### config.mk
export PLATFORM = sky130hd
export DESIGN_NAME = iis_tx_sched_flat
export DESIGN_NICKNAME = d
export VERILOG_FILES = /design/src/rtl/iis_tx_sched_if.sv /design/src/rtl/iis_tx_sched.sv /design/src/flat_wrapper.sv
export SDC_FILE = /design/constraint.sdc
export NUM_CORES = 1
export LEC_CHECK = 0
export CAP_MARGIN = 10
export CORE_MARGIN = 5
export CORE_UTILIZATION = 30
export DETAILED_ROUTE_END_ITERATION = 8
export PLACE_DENSITY = 0.64
export RECOVER_POWER = 25
export SLEW_MARGIN = 20
export SYNTH_ARGS = -nofsm -noshare
export SYNTH_HDL_FRONTEND = slang
export SYNTH_SLANG_ARGS = --single-unit
export TNS_END_PERCENT = 50
### constraint.sdc
create_clock -name clk_in -period 5 [get_ports clk_in]
set_input_delay 0.5 -clock clk_in [delete_from_list [all_inputs] [get_ports clk_in]]
set_output_delay 0.5 -clock clk_in [all_outputs]
set_load 0.05 [all_outputs]
### src/rtl/iis_tx_sched_if.sv
// Bus bundle for the I2S transmit scheduler.
// Groups the sample-source handshake, the TX FIFO write port and the
// transmitter control/status pair so the scheduler and its environment
// connect through one port.
//   src_valid[1:0]     per-source sample valid
//   src_data[31:0]     {src1[15:0], src0[15:0]}
//   src_ready[1:0]     per-source ready
//   fifo_full          TX FIFO full
//   fifo_wr_en         TX FIFO write strobe
//   fifo_wr_data[15:0] TX FIFO write data
//   send_finish        transmitter burst-complete level
//   send_ctrl[2:0]     transmitter control {load, reserved, enable}
// The master modport is the scheduler; the slave modport is everything
// around it (sources, FIFO, transmitter).
interface iis_tx_sched_if;
    logic [1:0]  src_valid;
    logic [31:0] src_data;
    logic [1:0]  src_ready;
    logic        fifo_full;
    logic        fifo_wr_en;
    logic [15:0] fifo_wr_data;
    logic        send_finish;
    logic [2:0]  send_ctrl;

    modport master (
        input  src_valid, src_data, fifo_full, send_finish,
        output src_ready, fifo_wr_en, fifo_wr_data, send_ctrl
    );

    modport slave (
        output src_valid, src_data, fifo_full, send_finish,
        input  src_ready, fifo_wr_en, fifo_wr_data, send_ctrl
    );
endinterface

### src/rtl/iis_tx_sched.sv
// Transmit scheduler for the I2S output path.
// Round-robin arbitrates two 16-bit sample sources, copies one burst of
// DATA_DEPTH samples from the winner into the TX FIFO, enables the
// transmitter once PREFILL samples are queued, and waits for send_finish
// (bounded by a TIMEOUT-cycle watchdog) before reporting completion.
// Ports:
//   clk_in            single clock
//   rst               synchronous active-high reset
//   start             begin one burst (accepted in IDLE only)
//   abort             cancel the current burst
//   bus               source/FIFO/transmitter bundle (master side)
//   busy              high whenever not IDLE
//   grant_id          source owning the current or last burst
//   done              one-cycle pulse at burst end
//   err               sticky DRAIN timeout flag, cleared by start
//   burst_cnt[15:0]   completed bursts (wrapping)
module iis_tx_sched #(
    parameter int DATA_DEPTH = 64,
    parameter int PREFILL    = 8,
    parameter int TIMEOUT    = 4096
) (
    input  logic           clk_in,
    input  logic           rst,
    input  logic           start,
    input  logic           abort,
    iis_tx_sched_if.master bus,
    output logic           busy,
    output logic           grant_id,
    output logic           done,
    output logic           err,
    output logic [15:0]    burst_cnt
);

    localparam int CW = $clog2(DATA_DEPTH) + 1;
    localparam int WW = $clog2(TIMEOUT) + 1;
    localparam logic [CW-1:0] DEPTH_C   = CW'(DATA_DEPTH);
    localparam logic [CW-1:0] PREFILL_C = CW'(PREFILL);
    localparam logic [WW-1:0] TIMEOUT_C = WW'(TIMEOUT);

    typedef enum logic [2:0] {
        S_IDLE,
        S_ARB,
        S_PREFILL,
        S_STREAM,
        S_DRAIN,
        S_DONE
    } state_t;

    state_t        state;
    state_t        state_next;
    logic          ptr;
    logic [CW-1:0] wr_cnt;
    logic [CW-1:0] wr_cnt_inc;
    logic [WW-1:0] watchdog;
    logic          arb_any;
    logic          arb_gnt;
    logic          ready_g;
    logic          beat;
    logic          timeout_hit;
    logic          start_ok;

    // The pointer source wins when valid, otherwise the other source.
    assign arb_any     = |bus.src_valid;
    assign arb_gnt     = bus.src_valid[ptr] ? ptr : ~ptr;
    assign wr_cnt_inc  = wr_cnt + {{(CW-1){1'b0}}, beat};
    assign timeout_hit = (watchdog == TIMEOUT_C);
    assign start_ok    = (state == S_IDLE) && start && !abort;

    // Next-state logic. Fill thresholds look at the count including the
    // beat of this cycle so the state changes on the edge that writes the
    // threshold sample. Abort overrides everything outside IDLE.
    always_comb begin
        state_next = state;
        unique case (state)
            S_IDLE:    if (start)                          state_next = S_ARB;
            S_ARB:     if (arb_any)                        state_next = S_PREFILL;
            S_PREFILL: if (wr_cnt_inc >= PREFILL_C)        state_next = S_STREAM;
            S_STREAM:  if (wr_cnt_inc >= DEPTH_C)          state_next = S_DRAIN;
            S_DRAIN:   if (bus.send_finish || timeout_hit) state_next = S_DONE;
            S_DONE:                                        state_next = S_IDLE;
            default:                                       state_next = S_IDLE;
        endcase
        if (abort) state_next = S_IDLE;
    end

    // Combinational transfer path: only the granted source sees ready,
    // and nothing is accepted in a cycle that is being aborted or reset.
    always_comb begin
        ready_g          = 1'b0;
        beat             = 1'b0;
        bus.src_ready    = 2'b00;
        bus.fifo_wr_en   = 1'b0;
        bus.fifo_wr_data = 16'h0000;
        if ((state == S_PREFILL || state == S_STREAM) && !abort && !rst) begin
            ready_g       = !bus.fifo_full && (wr_cnt < DEPTH_C);
            beat          = ready_g && bus.src_valid[grant_id];
            bus.src_ready = grant_id ? {ready_g, 1'b0} : {1'b0, ready_g};
            if (beat) begin
                bus.fifo_wr_en   = 1'b1;
                bus.fifo_wr_data = grant_id ? bus.src_data[31:16] : bus.src_data[15:0];
            end
        end
    end

    // State register plus the registered outputs, which are decoded from
    // the state being entered so they line up with it at the same edge.
    always_ff @(posedge clk_in) begin
        if (rst) begin
            state         <= S_IDLE;
            ptr           <= 1'b0;
            wr_cnt        <= '0;
            watchdog      <= '0;
            grant_id      <= 1'b0;
            busy          <= 1'b0;
            done          <= 1'b0;
            err           <= 1'b0;
            burst_cnt     <= 16'h0000;
            bus.send_ctrl <= 3'b000;
        end else begin
            state         <= state_next;
            busy          <= (state_next != S_IDLE);
            done          <= (state_next == S_DONE);
            bus.send_ctrl <= (state_next == S_STREAM || state_next == S_DRAIN) ? 3'b101 : 3'b000;

            if (start_ok) begin
                wr_cnt <= '0;
            end else if (beat) begin
                wr_cnt <= wr_cnt_inc;
            end

            // Watchdog counts only while staying in DRAIN; it restarts
            // from zero on every DRAIN entry.
            if (state == S_DRAIN && state_next == S_DRAIN) begin
                watchdog <= watchdog + 1'b1;
            end else begin
                watchdog <= '0;
            end

            if (state == S_ARB && state_next == S_PREFILL) begin
                grant_id <= arb_gnt;
                ptr      <= ~arb_gnt;
            end

            // A send_finish in the same cycle as the timeout counts as a
            // normal completion.
            if (start_ok) begin
                err <= 1'b0;
            end else if (state == S_DRAIN && state_next == S_DONE && !bus.send_finish) begin
                err <= 1'b1;
            end

            if (state_next == S_DONE) begin
                burst_cnt <= burst_cnt + 16'd1;
            end
        end
    end

endmodule
### src/flat_wrapper.sv
// flat-port wrapper written by rule: the top's interface ports become plain ports
module iis_tx_sched_flat 
#(
    parameter int DATA_DEPTH = 64,
    parameter int PREFILL    = 8,
    parameter int TIMEOUT    = 4096
)
  (clk_in, rst, start, abort, busy, grant_id, done, err, burst_cnt, bus_src_valid, bus_src_data, bus_fifo_full, bus_send_finish, bus_src_ready, bus_fifo_wr_en, bus_fifo_wr_data, bus_send_ctrl);
  iis_tx_sched_if bus_i ();
  input  logic clk_in;
  input  logic rst;
  input  logic start;
  input  logic abort;
  output logic busy;
  output logic grant_id;
  output logic done;
  output logic err;
  output logic [15:0] burst_cnt;
  input wire logic [$bits(bus_i.src_valid)-1:0] bus_src_valid;
  input wire logic [$bits(bus_i.src_data)-1:0] bus_src_data;
  input wire logic [$bits(bus_i.fifo_full)-1:0] bus_fifo_full;
  input wire logic [$bits(bus_i.send_finish)-1:0] bus_send_finish;
  output wire logic [$bits(bus_i.src_ready)-1:0] bus_src_ready;
  output wire logic [$bits(bus_i.fifo_wr_en)-1:0] bus_fifo_wr_en;
  output wire logic [$bits(bus_i.fifo_wr_data)-1:0] bus_fifo_wr_data;
  output wire logic [$bits(bus_i.send_ctrl)-1:0] bus_send_ctrl;
  assign bus_i.src_valid = bus_src_valid;
  assign bus_i.src_data = bus_src_data;
  assign bus_i.fifo_full = bus_fifo_full;
  assign bus_i.send_finish = bus_send_finish;
  assign bus_src_ready = bus_i.src_ready;
  assign bus_fifo_wr_en = bus_i.fifo_wr_en;
  assign bus_fifo_wr_data = bus_i.fifo_wr_data;
  assign bus_send_ctrl = bus_i.send_ctrl;
  iis_tx_sched #(.DATA_DEPTH(DATA_DEPTH), .PREFILL(PREFILL), .TIMEOUT(TIMEOUT)) u_core (.clk_in(clk_in), .rst(rst), .start(start), .abort(abort), .bus(bus_i), .busy(busy), .grant_id(grant_id), .done(done), .err(err), .burst_cnt(burst_cnt));
endmodule
==> key figures <==
Outcome
  – Outcome: completed

Critical path
  – Critical path startpoint category: input port
  – Cell breakdown of the critical path: dlygate4sd3_1, nor4_1, nand2_1, buf_4, inv_1, ha_1, ha_1, and3_1, nand4_1, a31oi_1, o41ai_4, buf_4, or4_1, a21oi_1
  – Arrival time at the worst endpoint: 4.27 ns
  – Worst setup path category: input port to flop
  – Worst-path fanout max: 31
  – Slowest cell delay on critical path: about 0.65 ns
  – Library cell contributing the largest single delay on the critical path: dlygate4sd3_1
  – Worst Setup End Kind: flop
  – Worst Path Required: 5.23 ns

GRT
  – Antenna violations before repair: 0
  – Maximum number of pins on one net before global-route repair: 32
  – Total global routing overflow: 0
  – Global-route wire length before repair: 10.0 mm
  – Total GRT Usage: 0.120
  – Most used routing layer in global routing: met2
  – Vias in the first global route: 2,138
  – Met3 routing resource usage after global routing: 0.0235
  – Grt met1 use: 0.153
  – Routing usage on met2: 0.204

Timing
  – Final Slew Violations: 0
  – Slew of the pin with the lowest slew margin: 0.526 ns
  – Peak clock frequency supported by timing: 0.248 GHz
  – Smallest hold slack: between 0.4 and 0.5 ns
  – Max-slew headroom at the worst pin: 0.648
  – Fin crit share: 0.807
  – Count of endpoints failing setup in the final report: 0
  – RSZ-0062 raised after global routing: no
  – Final setup TNS: 0 ns
  – Worst Skew: 0.0106 ns
  – Final Critical Period: just over 4 ns
  – Number of hold violations in the final report: 0
  – Fin worst setup slack: roughly 0.96 ns

Yosys
  – Gate Count Post-Synth: 307
  – Proportion of synthesized flip-flops having asynchronous set or reset: 0
  – Mean cell area of the mapped netlist: a little over 8 um2
  – Number of flops mapped to enable cells by yosys: 0
  – Share of the yosys chip area belonging to registers: 0.363
  – YS warnings: 0
  – Number of distinct library cells after synthesis: 50
  – Synthesized netlist net count: about 350
  – Number of synthesized register bits: 45
  – Most common flop cell mapped by yosys: dfxtp_1
  – Netlist area before placement: 2480 um2

Clocking
  – Maximum clock insertion buffer count: 2
  – Post-CTS Hold Buffers: 0
  – TritonCTS clock tree: yes
  – CTS Root Buffer Type: clkbuf_8
  – Clock transition at the registers of the reported paths: roughly 0.090 ns
  – Post-CTS Setup Inserts: 0
  – Number of buffers added by the clock tree synthesis step: 5
  – Clock insertion delay at the later pin of the skew report: approximately 0.30 ns
  – Number of gates resized after CTS: 0
  – Clock sink total: 45
  – CTS H-tree lvls: 2

Route
  – DR WL/cell: roughly 13 um
  – Vias post-DR: 2,370
  – Antenna-violating nets left: 0
  – Drt first pass iters: 4
  – Via/cell ratio: a little under 5
  – Starting DRT DRC Count: 91
  – Final WL: between 6 and 7 mm
  – Post-detailed-route DRC marker count: 0

Finish
  – Final #Nets: 427
  – Most common cell after layout, fill and taps aside: clkdlybuf4s50_1
  – Commonest cells after routing, fill and taps aside: clkdlybuf4s50_1 (60), dfxtp_1 (45), nor2_1 (44), nand2_1 (26), a21oi_1 (25)
  – Share of post-route cells with drive strength above 1: 0.0471
  – Synthesis-to-finish area growth: 40.3%
  – Antenna cell count: 0
  – Final Instance Count excl. Fillers: 487

Worst hold path
  – Type of the tightest min-delay check: flop to flop

Floorplan
  – Die Width: approximately 100 um
  – Die Height: just over 100 um
  – Core ar.: 8130 um2
  – Initial standard-cell utilization of the core: 0.305
  – Ports placed on the boundary: between 80 and 90
  – Standard-cell rows: 33
  – Die outline area: 10,200 um2

Power and ir drop
  – Cell-internal power: about 560 uW
  – Fraction of power consumed by the clock network: 0.402
  – Sequential Power Share: 0.505
  – Net switching power of the design: ~150 uW
  – Pwr Density: between 200 and 250 nW/um2
  – VDD IR max: around 0.00008 V
  – Combinational fraction of design power: 0.093
  – Leakage power of the design: approximately 1.2 nW
  – Switching fraction of total power: 0.216
  – Pwr Total: around 710 uW

Placement
  – Weighted congestion at the end of routability-driven global placement: about 0.84
  – Placed wire-length estimate: between 4 and 5 mm
  – Placed cell count: 479
  – Count of input and output buffers: 80
  – Post-Place Setup Slack: 0.774 ns

Flow run
  – Number of maximum-capacitance constraint violations: 0
cell type report:
class,instances,area [um2]
multi-input cells,238,1480
flip-flops and latches,45,901
fillers,842,4650
well taps,105,131
clock inverters,2,37.5
repair buffers,84,831
inverters,7,26.3
clock buffers,6,82.6
final timing paths:
path,slack [ns],start,cells after the start,end
hold reg to reg,0.46,u_core.err,2,u_core.err
hold / removal,0.46,u_core.err,2,u_core.err
setup / recovery,0.96,abort,14,u_core.burst_cnt[7]
setup reg to reg,1.03,u_core.state[1],14,u_core.burst_cnt[7]
cell families (layout without fill, tap and decap cells):
| kind of cell | after synthesis | after routing | synth area share |
|---|---|---|---|
| flip-flops | 45 | 45 | 0.363 |
| AND/OR/NAND/NOR | 137 | 137 | 0.278 |
| other | 1 | 1 | 0.00151 |
| AO/OA/AOI/OAI | 60 | 60 | 0.150 |
| XOR/XNOR | 16 | 16 | 0.0564 |
| buffers and inverters | 24 | 99 | 0.0478 |
| adder cells (fa/ha/maj) | 6 | 6 | 0.0302 |
| multiplexers | 18 | 18 | 0.0730 |
metrics by stage:
| step | utilization | area, um2 |
|---|---|---|
| final | 0.429 | 3490 |
| after global placement | 0.414 | 3370 |
| after global routing | 0.429 | 3490 |
| after detailed placement | 0.414 | 3370 |
| after CTS | 0.429 | 3490 |
| after floorplan | - | 2480 |
synthesized netlist by cell type, drive strengths merged (9+ instances only):
| master | count | area (um2) |
|---|---|---|
| xor2 | 11 | 96.3 |
| and3 | 10 | 62.6 |
| nand3 | 9 | 45.0 |
| clkbuf | 10 | 38.8 |
| nor2 | 44 | 165 |
| a21oi | 25 | 125 |
| o21ai | 16 | 83.8 |
| dfxtp | 45 | 901 |
| mux2i | 17 | 170 |
| or3 | 12 | 75.1 |
| nand2 | 26 | 97.6 |
critical path, delay by kind of cell:
kind	cells	cell delay (ns)
buf+inv	4	1.33
simple gates	5	1.39
compound gates	3	0.64
fa+ha+maj	2	0.41
power by group through the flow:
| stage | Sequential (mW) | Clock (mW) | Combinational [mW] |
|---|---|---|---|
| finish | 0.361 | 0.287 | 0.0663 |
| global route | 0.362 | 0.313 | 0.0710 |
| CTS | 0.361 | 0.296 | 0.0670 |
| floorplan | 0.371 | 0 | 0.0265 |
| global placement | 0.370 | 0 | 0.0660 |
| detailed placement | 0.370 | 0 | 0.0666 |
state kept, by name (all words and copies together) (netlist names):
signal	flops
u_core.ptr	1
u_core.grant_id	1
u_core.watchdog	13
u_core.burst_cnt	16
u_core.err	1
u_core.done	1
u_core.state	3
u_core.busy	1
u_core.bus.send_ctrl	1
u_core.wr_cnt	7
per-layer routing:
layer	vias to the layer above	part of all wire
met5	-	0
met4	0	0.0093
met3	5	0.037
met2	39	0.50
met1	1087	0.45
li1	1239	-
No activity file was read; power rests on OpenSTA's default activity.
